[config.mk]
export PLATFORM = sky130hd
export DESIGN_NAME = rr_burst_arbiter
export DESIGN_NICKNAME = d
export VERILOG_FILES = /design/src/rtl/arb_pkg.sv /design/src/rtl/rr_prio_pick.sv /design/src/rtl/rr_burst_arbiter.sv
export SDC_FILE = /design/constraint.sdc
export NUM_CORES = 1
export LEC_CHECK = 0
export BUFFER_PORTS_ARGS = -buffer_cell sky130_fd_sc_hd__buf_2
export CAP_MARGIN = 20
export CORE_MARGIN = 2
export CORE_UTILIZATION = 40
export CTS_CLUSTER_SIZE = 40
export DETAILED_ROUTE_END_ITERATION = 12
export REMOVE_ABC_BUFFERS = 1
export SLEW_MARGIN = 20
export SYNTH_ARGS = -nofsm -noshare
export SYNTH_HDL_FRONTEND = slang
export SYNTH_SLANG_ARGS = --single-unit
[constraint.sdc]
create_clock -name clk -period 3.56 [get_ports clk]
set_clock_uncertainty 0.1 [all_clocks]
set_input_delay 0.356 -clock clk [delete_from_list [all_inputs] [get_ports clk]]
set_output_delay 0.356 -clock clk [all_outputs]
set_load 0.01 [all_outputs]
[src/rtl/arb_pkg.sv]
// Shared types and helpers for the round-robin burst arbiter.
package arb_pkg;

  typedef enum logic {IDLE, BUSY} arb_state_t;

  // Widest one-hot vector onehot_to_bin accepts; narrower vectors are zero-extended.
  localparam int unsigned MaxN = 64;

  function automatic int unsigned onehot_to_bin(input logic [MaxN-1:0] oh);
    int unsigned res;
    res = 0;
    for (int unsigned i = 0; i < MaxN; i++) begin
      if (oh[i]) res = res | i;
    end
    return res;
  endfunction

endpackage

[src/rtl/rr_prio_pick.sv]
// Combinational rotating-priority picker: first set request at or after ptr, wrapping mod N.
module rr_prio_pick #(
  parameter  int unsigned N    = 4,
  localparam int unsigned ID_W = $clog2(N)
) (
  input  logic [N-1:0]    req,
  input  logic [ID_W-1:0] ptr,
  output logic [N-1:0]    pick
);

  always_comb begin
    logic        found;
    int unsigned idx;
    pick  = '0;
    found = 1'b0;
    for (int unsigned i = 0; i < N; i++) begin
      idx = (int'(ptr) + i) % N;
      if (!found && req[idx]) begin
        pick[idx] = 1'b1;
        found     = 1'b1;
      end
    end
  end

endmodule

[src/rtl/rr_burst_arbiter.sv]
// N-way round-robin arbiter that holds a registered one-hot grant for a whole burst.
module rr_burst_arbiter
  import arb_pkg::*;
#(
  parameter  int unsigned N         = 4,
  parameter  int unsigned MAX_BURST = 8,
  localparam int unsigned ID_W      = $clog2(N)
) (
  input  logic            clk,
  input  logic            rst_n,
  input  logic [N-1:0]    req,
  input  logic [N-1:0]    req_last,
  input  logic            out_ready,
  output logic [N-1:0]    grant,
  output logic            grant_valid,
  output logic [ID_W-1:0] grant_id,
  output logic            beat
);

  localparam int unsigned CntW = $clog2(MAX_BURST) + 1;

  arb_state_t      r_state, w_state_d;
  logic [N-1:0]    r_grant, w_grant_d;
  logic [ID_W-1:0] r_ptr, w_ptr_d;
  logic [CntW-1:0] r_cnt, w_cnt_d;

  logic [ID_W-1:0] w_gid;
  logic [ID_W-1:0] w_ptr_next;
  logic [ID_W-1:0] w_pick_ptr;
  logic [N-1:0]    w_pick;
  logic            w_beat;
  logic            w_release;

  assign w_gid      = ID_W'(onehot_to_bin(MaxN'(r_grant)));
  assign w_ptr_next = (w_gid == ID_W'(N - 1)) ? '0 : w_gid + ID_W'(1);
  assign w_beat     = (|r_grant) & out_ready & req[w_gid];

  // On release the releasing index drops to lowest priority, so it only wins if alone.
  assign w_pick_ptr = (r_state == BUSY) ? w_ptr_next : r_ptr;

  rr_prio_pick #(
    .N(N)
  ) u_pick (
    .req  (req),
    .ptr  (w_pick_ptr),
    .pick (w_pick)
  );

  always_comb begin
    w_state_d = r_state;
    w_grant_d = r_grant;
    w_ptr_d   = r_ptr;
    w_cnt_d   = r_cnt;
    w_release = 1'b0;
    unique case (r_state)
      IDLE: begin
        if (|req) begin
          w_grant_d = w_pick;
          w_cnt_d   = '0;
          w_state_d = BUSY;
        end
      end
      BUSY: begin
        w_release = (w_beat & (req_last[w_gid] | (r_cnt == CntW'(MAX_BURST - 1))))
                    | !req[w_gid];
        if (w_release) begin
          w_ptr_d   = w_ptr_next;
          w_grant_d = w_pick;
          w_cnt_d   = '0;
          w_state_d = (|w_pick) ? BUSY : IDLE;
        end else if (w_beat) begin
          w_cnt_d = r_cnt + CntW'(1);
        end
      end
      default: begin
        w_state_d = IDLE;
        w_grant_d = '0;
      end
    endcase
  end

  always_ff @(posedge clk or negedge rst_n) begin
    if (!rst_n) begin
      r_state <= IDLE;
      r_grant <= '0;
      r_ptr   <= '0;
      r_cnt   <= '0;
    end else begin
      r_state <= w_state_d;
      r_grant <= w_grant_d;
      r_ptr   <= w_ptr_d;
      r_cnt   <= w_cnt_d;
    end
  end

  assign grant       = r_grant;
  assign grant_valid = |r_grant;
  assign grant_id    = w_gid;
  assign beat        = w_beat;

endmodule

==> metrics.md <==
| Metric | Value |
|---|---|
| Period utilization | `86.43%` |
| Buffers on Ports | `18` |
| DP Cell Count | `178` |
| Worst R2R Path Depth | `10` |
| Post-synth ARST share | `100.0%` |
| Post-layout minimum cycle time | `3.077 ns` |
| Setup Buffers After CTS | `0` |
| Ports | `19` |
| Gr usage total | `17.39%` |
| EDFF count, synth | `0` |
| DR vias | `1,106` |
| Worst reg2reg path startpoint | `grant[1]` |
| Pwr/cell area | `1008 nW/um^2` |
| Die footprint | `3319 um^2` |
| VDD IR max | `0.4510 mV` |
| Top area cells in the synthesized netlist | `dfrtp_1 (24%), ha_1 (7.6%), o211ai_1 (5.2%)` |
| Placer Congestion | `0.9061` |
| Critical path class | `flop to flop` |
| CTS sink count | `11` |
| Final non-filler cell total | `183` |
| Worst Path Arrival | `3.11 ns` |
| Sequential area share after synthesis | `23.94%` |
| Gate Count Post-Synth | `136` |
| Final hold viol count | `0` |
| Reg2Reg Setup Slack | `0.48 ns` |
| Residual DRC | `0` |
| # rows | `19` |
| CP Max Fanout | `9` |
| Slowest-stage cell, CP | `dfrtp_1` |
| Synth cell types | `51` |
| Most frequent CP cell | `a31oi_1` |
| Vias in the first global route | `970` |
| Slew @ Worst Pin | `0.5447 ns` |
| Wire per inst | `15.22 um` |
| Critical Path Source | `grant[1]` |
| Initial antenna violation count | `0` |
| Max-slew violations | `0` |
| Layout cells sized above 1 | `21.71%` |
| Starting Density | `42.06%` |
| Data required, critical path | `3.60 ns` |
| Grt ovf | `0` |
| Largest net degree at the start of global routing | `12` |
| Final setup vio count | `0` |
| Endpoint class of the critical path | `flop` |
| Die X-Extent | `57.62 um` |
| Worst r2r dst | `r_state` |
| Hold slack | `0.3744 ns` |
| Final wirelength | `2.786 mm` |
| Result of the run | `finished clean` |
| Crit start category | `flop` |
| Max Cap Viol | `0` |
| Synth Warn # | `0` |
| 1st-iter DRT viols | `45` |
| Mapped Area | `1150 um^2` |
| CP max stage delay | `0.47 ns` |
| CTS tree | `built` |
| CTS Buf Count | `3` |
| FILL cells | `275` |
| Clock transition at the registers of the reported paths | `0.07 ns` |
| Layout area overhead | `11.32%` |
| HP Class | `input pin to async pin` |
| H-tree Lvls | `1` |
| Detailed Routing Iterations Pass 1 | `4` |
| Post-synthesis register bit count | `11` |
| Top cell type's share of synthesized area | `23.94%` |
| First-pass GRT wire length | `4.560 mm` |
| Die Span Y | `57.62 um` |
| Final net count | `171` |
| Core Region | `2734 um^2` |
| Crit path cell chain | `xnor2_1, o21a_1, ha_1, nor4bb_1, nand3_1, a31oi_1, or2_2, and2_1, nor4b_2, a31oi_1` |
| Max clock buf depth | `2` |
| Dpl hpwl | `2.161 mm` |
| Leakage | `0.5725 nW` |
| Unrepaired setup endpoints after global routing | `false` |
| Final ANT Viol Nets | `0` |
| Setup TNS | `0 ns` |
| Ant. Diodes | `0` |
| Vias/cell | `6.044` |
| Root Buffer | `clkbuf_4` |
| Setup crit end | `r_state` |
| Clock latency on the worst-skew pair | `0.27 ns` |
| Final Power | `1.291 mW` |
| Syn Area/Cell | `8.455 um^2` |
| Slew HR | `63.62%` |
| Fmax | `0.3250 GHz` |
| Synth area leader | `dfrtp_1` |
| Prevailing post-synth register cell | `dfrtp_1` |
[critical path, delay by kind of cell, from the launching register on]
family | cells | cell delay (ns)
fa+ha+maj | 1 | 0.38
compound gates | 3 | 0.58
simple gates | 5 | 1.00
flops | 1 | 0.47
xor+xnor | 1 | 0.41
[synthesized netlist by cell type, types with 2 or more instances]
| cell | instances |
|---|---|
| a21oi_1 | 4 |
| a31oi_1 | 3 |
| and2_1 | 3 |
| clkbuf_1 | 4 |
| dfrtp_1 | 11 |
| ha_1 | 7 |
| inv_1 | 8 |
| mux2_2 | 5 |
| mux2i_1 | 5 |
| nand2_1 | 9 |
| nand2b_1 | 4 |
| nor2_1 | 12 |
| nor2b_1 | 3 |
| nor3_1 | 6 |
| nor3b_1 | 2 |
| nor4bb_1 | 2 |
| o211ai_1 | 8 |
| o21ai_0 | 4 |
| o31ai_1 | 2 |
| or3_1 | 2 |
| xor2_1 | 2 |
[how the worst min path moves through the flow]
stage,from,to,depth (start not counted)
floorplan,rst_n,grant[0],0
global placement,rst_n,r_cnt[1],1
detailed placement,rst_n,r_cnt[0],1
CTS,rst_n,r_cnt[0],2
global route,rst_n,r_cnt[1],2
finish,rst_n,r_cnt[3],2
[state kept, by name, summed over array words and instances (netlist names)]
signal / flops
r_cnt: 4
r_state: 1
r_ptr: 2
grant: 4
[what timing repair did]
item / CTS / global route
hold endpoints to repair: 11 / 0
hold buffers: 1 / 0
setup endpoints to repair: 0 / 0
gates resized for setup: 0 / 0
[cells in the final DEF, fill, tap and decap left out, types with 4 or more instances in the layout]
cell type / netlist / routed
a21oi_1: 4 / 4
buf_2: 1 / 18
dfrtp_1: 11 / 11
ha_1: 7 / 7
inv_1: 8 / 8
mux2_2: 5 / 5
mux2i_1: 5 / 5
nand2_1: 9 / 9
nand2b_1: 4 / 4
nor2_1: 12 / 12
nor3_1: 6 / 6
o211ai_1: 8 / 8
o21ai_0: 4 / 4
[where the power goes]
group | switching (mW) | internal (mW) | leakage (nW)
sequential | 0.0608 | 0.173 | 0.140
clock | 0.0412 | 0.0434 | 0.0150
combinational | 0.549 | 0.422 | 0.418
total | 0.651 | 0.639 | 0.572
[stage by stage]
| step | worst slack, ns | area (um^2) | utilization [%] |
|---|---|---|---|
| after global routing | 0.2855 | 1280 | 46.82 |
| final | 0.4832 | 1280 | 46.82 |
| after floorplan | 0.7808 | 1115 | - |
| after global placement | 0.6497 | 1244 | 45.49 |
| after detailed placement | 0.5108 | 1244 | 45.49 |
| after CTS | 0.4885 | 1280 | 46.82 |
[cell families (layout without fill, tap and decap cells)]
kind of cell | after synthesis | count (layout) | share of synthesized area [%]
flip-flops | 11 | 11 | 23.94
multiplexers | 11 | 11 | 11.21
AND/OR/NAND/NOR | 58 | 58 | 30.25
adder cells (fa/ha/maj) | 7 | 7 | 7.617
buffers and inverters | 16 | 32 | 6.202
AO/OA/AOI/OAI | 30 | 30 | 18.50
XOR/XNOR | 3 | 3 | 2.286
[metal layers]
layer	GRT usage [%]	part of all wire [%]
met4	8.638	1.4
met1	25.04	48
met2	27.11	45
met3	0.2232	5.3
met5	0	0
[layout make-up]
cell class	count	area, um^2	area share (%)
multi-input cells	109	803.3	62.76
flip-flops and latches	11	275.3	21.51
repair buffers	19	100.1	7.820
well taps	31	38.79	3.030
inverters	9	36.28	2.835
clock buffers	4	26.28	2.053
Note: power is estimated with default switching activity, not from simulation.
